===== src/rtl/minisrc_defs.sv =====
// Shared Mini SRC definitions: opcode constants, sequencer step encodings and
// per-class execute lengths used by the control unit and its bench.
package minisrc_defs;

    typedef enum logic [3:0] {
        S_F0   = 4'd0,
        S_F1   = 4'd1,
        S_F2   = 4'd2,
        S_F3   = 4'd3,
        S_E0   = 4'd4,
        S_E1   = 4'd5,
        S_E2   = 4'd6,
        S_E3   = 4'd7,
        S_E4   = 4'd8,
        S_E5   = 4'd9,
        S_HALT = 4'd10
    } step_t;

    localparam logic [4:0] OP_LD   = 5'b00000;
    localparam logic [4:0] OP_LDI  = 5'b00001;
    localparam logic [4:0] OP_ST   = 5'b00010;
    localparam logic [4:0] OP_ADD  = 5'b00011;
    localparam logic [4:0] OP_SUB  = 5'b00100;
    localparam logic [4:0] OP_AND  = 5'b00101;
    localparam logic [4:0] OP_OR   = 5'b00110;
    localparam logic [4:0] OP_SHR  = 5'b00111;
    localparam logic [4:0] OP_SHRA = 5'b01000;
    localparam logic [4:0] OP_SHL  = 5'b01001;
    localparam logic [4:0] OP_ROR  = 5'b01010;
    localparam logic [4:0] OP_ROL  = 5'b01011;
    localparam logic [4:0] OP_ADDI = 5'b01100;
    localparam logic [4:0] OP_ANDI = 5'b01101;
    localparam logic [4:0] OP_ORI  = 5'b01110;
    localparam logic [4:0] OP_MUL  = 5'b01111;
    localparam logic [4:0] OP_DIV  = 5'b10000;
    localparam logic [4:0] OP_NEG  = 5'b10001;
    localparam logic [4:0] OP_NOT  = 5'b10010;
    localparam logic [4:0] OP_BR   = 5'b10011;
    localparam logic [4:0] OP_JR   = 5'b10100;
    localparam logic [4:0] OP_JAL  = 5'b10101;
    localparam logic [4:0] OP_IN   = 5'b10110;
    localparam logic [4:0] OP_OUT  = 5'b10111;
    localparam logic [4:0] OP_MFHI = 5'b11000;
    localparam logic [4:0] OP_MFLO = 5'b11001;
    localparam logic [4:0] OP_NOP  = 5'b11010;
    localparam logic [4:0] OP_HALT = 5'b11011;

    // Final execute step of each instruction class; the step after it is F0.
    function automatic step_t last_step(input logic [4:0] op);
        case (op)
            OP_LD:                         return S_E5;
            OP_ST:                         return S_E4;
            OP_MUL, OP_DIV, OP_BR:         return S_E3;
            OP_NEG, OP_NOT, OP_JAL:        return S_E1;
            OP_JR, OP_IN, OP_OUT,
            OP_MFHI, OP_MFLO:              return S_E0;
            default:                       return S_E2;
        endcase
    endfunction

    // Immediate forms reuse the register-form ALU operation.
    function automatic logic [4:0] imm_alu_op(input logic [4:0] op);
        case (op)
            OP_ANDI: return OP_AND;
            OP_ORI:  return OP_OR;
            default: return OP_ADD;
        endcase
    endfunction

endpackage


===== src/rtl/control_unit.sv =====
// Mini SRC hard-wired control sequencer: fetch/execute step register plus a
// purely combinational strobe decode from the current step and IR opcode.
module control_unit
    import minisrc_defs::*;
(
    input  logic        clock,
    input  logic        clear,
    input  logic [31:0] IR,
    input  logic        CONFF,
    input  logic        stop,
    output logic        run,
    output logic        Gra,
    output logic        Grb,
    output logic        Grc,
    output logic        Rin,
    output logic        Rout,
    output logic        BAout,
    output logic        PCout_en,
    output logic        IncPC,
    output logic        PC_en,
    output logic        IR_en,
    output logic        Yin,
    output logic        Zin,
    output logic        Zhighout,
    output logic        Zlowout,
    output logic        HIin,
    output logic        HIout,
    output logic        LOin,
    output logic        LOout,
    output logic        Cout,
    output logic        MARin,
    output logic        MDRin,
    output logic        MDRout,
    output logic        memRead,
    output logic        memWrite,
    output logic        inPortOut,
    output logic        outPort_en,
    output logic        CONin,
    output logic [4:0]  opcode
);

    step_t      step, nxt;
    logic [4:0] op;
    logic       unused_ir;

    assign op        = IR[31:27];
    assign unused_ir = ^IR[26:0];

    always_ff @(posedge clock) begin
        if (clear) step <= S_F0;
        else       step <= nxt;
    end

    always_comb begin
        nxt = step;
        case (step)
            S_F0:   nxt = stop ? S_HALT : S_F1;
            S_F1:   nxt = S_F2;
            S_F2:   nxt = S_F3;
            S_F3: begin
                if (op == OP_HALT)                    nxt = S_HALT;
                else if (op == OP_NOP || op > OP_HALT) nxt = S_F0;
                else                                  nxt = S_E0;
            end
            S_HALT: nxt = S_HALT;
            default: nxt = (step == last_step(op)) ? S_F0 : step_t'(step + 4'd1);
        endcase
    end

    always_comb begin
        {Gra, Grb, Grc, Rin, Rout, BAout, PCout_en, IncPC, PC_en, IR_en} = '0;
        {Yin, Zin, Zhighout, Zlowout, HIin, HIout, LOin, LOout, Cout} = '0;
        {MARin, MDRin, MDRout, memRead, memWrite} = '0;
        {inPortOut, outPort_en, CONin} = '0;
        opcode = 5'b00000;
        run    = clear || (step != S_HALT);
        if (!clear) begin
            case (step)
                // A pending stop suppresses the PC increment so HALT leaves PC intact.
                S_F0: if (!stop) begin PCout_en = 1'b1; MARin = 1'b1; IncPC = 1'b1; Zin = 1'b1; end
                S_F1: begin Zlowout = 1'b1; PC_en = 1'b1; memRead = 1'b1; end
                S_F2: begin memRead = 1'b1; MDRin = 1'b1; end
                S_F3: begin MDRout = 1'b1; IR_en = 1'b1; end
                S_HALT: ;
                default: begin
                    case (op)
                        OP_ADD, OP_SUB, OP_AND, OP_OR, OP_SHR, OP_SHRA, OP_SHL, OP_ROR, OP_ROL,
                        OP_ADDI, OP_ANDI, OP_ORI: begin
                            case (step)
                                S_E0: begin Grb = 1'b1; Rout = 1'b1; Yin = 1'b1; end
                                S_E1: begin
                                    Zin = 1'b1;
                                    if (op inside {OP_ADDI, OP_ANDI, OP_ORI}) begin
                                        Cout   = 1'b1;
                                        opcode = imm_alu_op(op);
                                    end else begin
                                        Grc    = 1'b1;
                                        Rout   = 1'b1;
                                        opcode = op;
                                    end
                                end
                                S_E2: begin Zlowout = 1'b1; Gra = 1'b1; Rin = 1'b1; end
                                default: ;
                            endcase
                        end
                        OP_NEG, OP_NOT: begin
                            case (step)
                                S_E0: begin Grb = 1'b1; Rout = 1'b1; Zin = 1'b1; opcode = op; end
                                S_E1: begin Zlowout = 1'b1; Gra = 1'b1; Rin = 1'b1; end
                                default: ;
                            endcase
                        end
                        OP_MUL, OP_DIV: begin
                            case (step)
                                S_E0: begin Gra = 1'b1; Rout = 1'b1; Yin = 1'b1; end
                                S_E1: begin Grb = 1'b1; Rout = 1'b1; Zin = 1'b1; opcode = op; end
                                S_E2: begin Zlowout = 1'b1; LOin = 1'b1; end
                                S_E3: begin Zhighout = 1'b1; HIin = 1'b1; end
                                default: ;
                            endcase
                        end
                        OP_LD, OP_LDI, OP_ST: begin
                            case (step)
                                S_E0: begin Grb = 1'b1; BAout = 1'b1; Yin = 1'b1; end
                                S_E1: begin Cout = 1'b1; Zin = 1'b1; opcode = OP_ADD; end
                                S_E2: begin
                                    Zlowout = 1'b1;
                                    if (op == OP_LDI) begin Gra = 1'b1; Rin = 1'b1; end
                                    else MARin = 1'b1;
                                end
                                S_E3: begin
                                    // For st, memRead stays low so the MDR mux takes the bus.
                                    if (op == OP_LD) memRead = 1'b1;
                                    else if (op == OP_ST) begin Gra = 1'b1; Rout = 1'b1; MDRin = 1'b1; end
                                end
                                S_E4: begin
                                    if (op == OP_LD) begin memRead = 1'b1; MDRin = 1'b1; end
                                    else if (op == OP_ST) memWrite = 1'b1;
                                end
                                S_E5: if (op == OP_LD) begin MDRout = 1'b1; Gra = 1'b1; Rin = 1'b1; end
                                default: ;
                            endcase
                        end
                        OP_BR: begin
                            case (step)
                                S_E0: begin Gra = 1'b1; Rout = 1'b1; CONin = 1'b1; end
                                S_E1: begin PCout_en = 1'b1; Yin = 1'b1; end
                                S_E2: begin Cout = 1'b1; Zin = 1'b1; opcode = OP_ADD; end
                                S_E3: begin Zlowout = 1'b1; PC_en = CONFF; end
                                default: ;
                            endcase
                        end
                        OP_JR: if (step == S_E0) begin Gra = 1'b1; Rout = 1'b1; PC_en = 1'b1; end
                        OP_JAL: begin
                            case (step)
                                S_E0: begin PCout_en = 1'b1; Grb = 1'b1; Rin = 1'b1; end
                                S_E1: begin Gra = 1'b1; Rout = 1'b1; PC_en = 1'b1; end
                                default: ;
                            endcase
                        end
                        OP_IN:   if (step == S_E0) begin inPortOut = 1'b1; Gra = 1'b1; Rin = 1'b1; end
                        OP_OUT:  if (step == S_E0) begin Gra = 1'b1; Rout = 1'b1; outPort_en = 1'b1; end
                        OP_MFHI: if (step == S_E0) begin HIout = 1'b1; Gra = 1'b1; Rin = 1'b1; end
                        OP_MFLO: if (step == S_E0) begin LOout = 1'b1; Gra = 1'b1; Rin = 1'b1; end
                        default: ;
                    endcase
                end
            endcase
        end
    end

endmodule


===== config.mk =====
export PLATFORM = sky130hd
export DESIGN_NAME = control_unit
export DESIGN_NICKNAME = d
export VERILOG_FILES = /design/src/rtl/minisrc_defs.sv /design/src/rtl/control_unit.sv
export SDC_FILE = /design/constraint.sdc
export NUM_CORES = 1
export LEC_CHECK = 0
export CORE_MARGIN = 2
export CORE_UTILIZATION = 38
export DETAILED_ROUTE_END_ITERATION = 7
export GPL_TIMING_DRIVEN = 0
export MAX_ROUTING_LAYER = met4
export PLACE_DENSITY = 0.78
export SETUP_SLACK_MARGIN = 0.3
export SLEW_MARGIN = 40
export SYNTH_ARGS = -nofsm -noshare
export SYNTH_HDL_FRONTEND = slang
export SYNTH_SLANG_ARGS = --single-unit

===== constraint.sdc =====
create_clock -name clock -period 2.48 [get_ports clock]
set_input_delay 0.62 -clock clock [delete_from_list [all_inputs] [get_ports clock]]
set_output_delay 0.62 -clock clock [all_outputs]
set_load 0.03 [all_outputs]

==> results of run 1 <==
==> cells in the mapped netlist (4+ instances only) <==
cell type | number | area [µm²]
a21o_1 | 4 | 30.0
a21oi_1 | 12 | 60.1
a31oi_1 | 6 | 37.5
and2_1 | 5 | 31.3
buf_2 | 9 | 45.0
clkbuf_1 | 4 | 15.0
dfxtp_1 | 4 | 80.1
ha_1 | 8 | 100
inv_1 | 9 | 33.8
nand2_1 | 25 | 93.8
nand2b_1 | 4 | 25.0
nand3_1 | 4 | 20.0
nor2_1 | 28 | 105
nor2b_1 | 6 | 37.5
nor3_1 | 9 | 45.0
nor3b_1 | 4 | 30.0
o21ai_0 | 12 | 60.1
o31ai_1 | 8 | 60.1
==> repair_timing <==
| item | CTS |
|---|---|
| pin swaps | 35 |
| buffers inserted | 63 |
| cloned | 2 |
| setup endpoints to repair | 37 |
| gates resized for setup | 312 |
==> logic make-up after synthesis <==
group / Yosys count / share of synthesized area [%]
AO/OA/AOI/OAI: 75 / 36.1
XOR/XNOR: 5 / 2.98
adder cells (fa/ha/maj): 8 / 6.80
buffers and inverters: 27 / 9.44
flip-flops: 4 / 5.44
multiplexers: 1 / 0.765
AND/OR/NAND/NOR: 106 / 38.5
==> per-stage QoR <==
stage	hold WS (ps)	TNS (ps)	cells	worst slack, ps
3_5_place_dp	705	-49660	314	-1830
4_1_cts	773	-7660	383	-489
2_1_floorplan	650	-1710	226	-169
3_3_place_gp	690	-49360	314	-1800
==> results.toml, run 1 <==
[synth]
synth_seq_cells = 4
synth_fp_nets = 270
ys_seq_area_share_pct = 5.44
syn_area_per_cell_um2 = 6.51
synth_edf_count = 0
syn-cell-area_mm2 = 0.00147
synth_cells = 226
postSynth.asyncResetShare_pct = 0
netlist-cell-type-count = 56
ys.flop_type = "dfxtp_1"
ys_warn_count = 0

[floorplan]
num_io_pins = 69
start_util_pct = 39.9
die_w_um = 66.2
die_h_um = 66.2
fp-row-count = 22

[outcome]
failing_step = "global routing"
tool.error = "[ERROR DPL-0038] Utilization greater than 100%, impossible to legalize"
outcome = "did not finish"

[placement]
io_buffers = 40
gp_congestion = 0.908
placed_area_mm2 = 0.00259
dpl.hpwl_mm = 4.37

[clock_network]
cts_buffer_depth = 2
hold_buffers = 0
cts.sinks = 4
cts_made_buffers = 3
clock-root-buffer = "clkbuf_8"
htree_num_levels = 1

[global_routing]
grt_max_degree = 11

[sta]
worst-ep-kind = "primary output"
worstEndpointGrtRepair = "opcode[2]"
==> run 2: changes to the inputs <==
Settings changed: CORE_UTILIZATION 38 to 24, MAX_ROUTING_LAYER met4 to not set, PLACE_DENSITY 0.78 to not set, PLACE_DENSITY_LB_ADDON set to 0.15, SETUP_SLACK_MARGIN 0.3 to not set.
Clock period 2.48 ns to 3.2 ns, I/O delays scaled along.
==> results.toml, run 2 <==
[final_layout]
fin_cells = 379
layout_commonest_cell = "buf_4"
drive_gt1_share_pct = 53.9
fillers = 580
fin_util_pct = 46.5
area.sequential_um2 = 81.3
fin_nets = 350
reg_top3 = "step x4"
num_antenna_cells = 0
regMostFlops = "step"
fin_area_mm2 = 0.00276
area_delta_synth_final_pct = 87.2
largest_register_ff_count = 4
final_cell_mix = "buf_4 (31), buf_6 (23), nand2_1 (22)"
multi_input_area_mm2 = 0.00171

[floorplan]
die_area_mm2 = 0.00677
num_io_pins = 69
die_h_um = 82.3
core_region_area_mm2 = 0.00592
die_w_um = 82.3
fp-row-count = 28
start_util_pct = 24.9

[outcome]
outcome = "finished, violations left"
violations = "setup timing"

[synth]
synth.area.mux_share_pct = 0.765
syn_area_per_cell_um2 = 6.51
synthAdderAreaFrac_pct = 6.80
synth_seq_cells = 4
synthXorXnorAreaFrac_pct = 2.98
synth_top_family_by_area = "simple AND/OR/NAND/NOR gates"
synth_edf_count = 0
syn-cell-area_mm2 = 0.00147
synth_top_area_share_pct = 7.14
yosysTopAreaCell = "nor2_1"
yosys.cell_count.top_type = "nor2_1"
postSynth.asyncResetShare_pct = 0
ys.flop_type = "dfxtp_1"
synth_fp_nets = 270
synthTopCellsByCount = "nor2_1 (28), nand2_1 (25), a21oi_1 (12), o21ai_0 (12)"
netlist_top_cells_area = "nor2_1 (7.1%), ha_1 (6.8%), nand2_1 (6.4%)"
netlist-cell-type-count = 56
yosys.area_share.simple_pct = 38.5
ys_warn_count = 0
ys_seq_area_share_pct = 5.44
synth_compound_area_share_pct = 36.1
synth_cells = 226

[global_routing]
grt_usage_pct = 19.9
grt_pass1_vias = 2043
grt_overflow_total = 0
antenna_found_initial = 0
grt_pass1_wl_mm = 10.4
grt_max_degree = 11

[pwr]
powerDensity_mw_per_mm2 = 455
p_switching_uw = 700
combPwrFrac_pct = 83.9
peakVddDrop_mv = 0.326
p_leak_uw = 0.00107
p_seq_share_pct = 7.7
switching_share_pct = 55.8
intPower_uw = 555
p_clk_share_pct = 8.3

[sta]
tightestPinTransition_ps = 531
fin_crit_ps = 3210
worst_slack_ps = -6.49
final_max_slew_viol_count = 0
finalSetupViolations = 1
fmax_ghz = 0.312
max_slew_margin_pct = 64.4
skew_ps = 1.33
finalCritPeriodShare_pct = 100
final.setup.tns_ps = -6.49
hold_viol = 0
rsz0062_at_grt = "true"

[setup_path]
worstSetupStartpointType = "input pin"
cp.required_ps = 2400
crit_path_end_kind = "output pin"
cp.arrival_ps = 2410
cpPeakStageDelay_ps = 380
criticalPathCategory = "input pin to output pin"
cp_max_fo = 7
cpMostUsedCell = "buf_6"
worstPathCellList = "buf_8, inv_6, ha_4, nor2_2, a211o_4, buf_6, a21oi_4, nor2_4, nor3b_4, buf_6"
cpMaxStageDelayCell = "a211o_4"

[clock_network]
cts_buffer_depth = 2
hold_buffers = 0
clock_latency_ps = 210
htree_num_levels = 1
clock-root-buffer = "clkbuf_8"
cts.clk_slew.worst_paths_ps = 30
cts_made_buffers = 3
cts.sinks = 4
cts_tree = "yes"

[route]
totalWireLength_mm = 6.48
firstDrtPassIters = 4
routedWlPerCell_um = 17.1
via_per_inst = 5.55
drc = 0
num_vias = 2103
drtIter0Drc = 116
drtAntennaViolNets = 0

[placement]
placed_area_mm2 = 0.00206
gp_congestion = 0.841
placed_cells = 341
io_buffers = 40
dpl.hpwl_mm = 4.33

[min_path]
holdCritPathClass = "flip-flop to flip-flop"

[job]
max-cap-violations = 0
run 2: cell counts after synthesis:
No cell type changed its count.
run 2: power groups by stage:
stage          Combinational [µW]  Sequential, µW  Clock, µW
2_1_floorplan                 626            88.2          0
3_3_place_gp                  886            95.8          0
3_5_place_dp                  879            95.7          0
4_1_cts                      1010            95.2        108
5_1_grt                      1140             102        109
6_report                     1050            97.1        105
run 2: final timing paths:
| kind | from | to | slack [ps] | depth (start not counted) |
|---|---|---|---|---|
| worst max-delay path | IR[28] | opcode[3] | -6 | 10 |
| worst min-delay path | step[0] | step[3] | 750 | 4 |
| worst max register to register | step[0] | step[1] | 1260 | 8 |
| worst min register to register | step[0] | step[3] | 750 | 4 |
run 2: kinds of logic after synthesis:
logic type / after synthesis
xor+xnor: 5
buf+inv: 27
mux: 1
flops: 4
compound gates: 75
simple gates: 106
fa+ha+maj: 8
run 2: per-stage QoR:
stage / hold slack [ps] / power (µW) / setup slack, ps
detailed placement: 733 / 975 / -1670
global placement: 735 / 982 / -1670
global route: 818 / 1350 / -96.4
floorplan: 662 / 714 / -123
CTS: 743 / 1210 / -34.4
finish: 749 / 1250 / -6.49
run 2: layout make-up:
class | instances | area share, %
well taps | 75 | 3.41
inverters | 9 | 1.86
flip-flops and latches | 4 | 2.95
repair buffers | 77 | 23.8
plain buffers | 15 | 4.36
clock buffers | 3 | 1.50
multi-input cells | 196 | 62.1
run 2: metal layers:
metal	track usage (%)	routed length [µm]
met5	0	0
met2	31.9	3040
met3	1.85	443
met1	28.3	2970
met4	5.33	30
run 2: worst max-delay path: cells and delay by family:
| kind | cells | cell delay (ps) |
|---|---|---|
| simple gates | 3 | 340 |
| compound gates | 2 | 570 |
| fa+ha+maj | 1 | 210 |
| buf+inv | 4 | 490 |
run 2: timing repair:
item / in CTS / in global routing
resized for setup: 232 / 63
pin swaps: 17 / 18
buffers inserted: 26 / 10
cloned: 3 / 0
setup endpoints to repair: 32 / 30
Power figures use the tool's default switching activity.
==> run 3: changes to the inputs <==
Settings changed: HOLD_SLACK_MARGIN set to 0.06.
==> results of run 3 <==
Final layout, timing and power as in run 2 (identical DEF).
==> run 4: changes to the inputs <==
Settings changed: CAP_MARGIN set to 20.
==> results of run 4 <==
Final layout, timing and power as in run 2 (identical DEF).
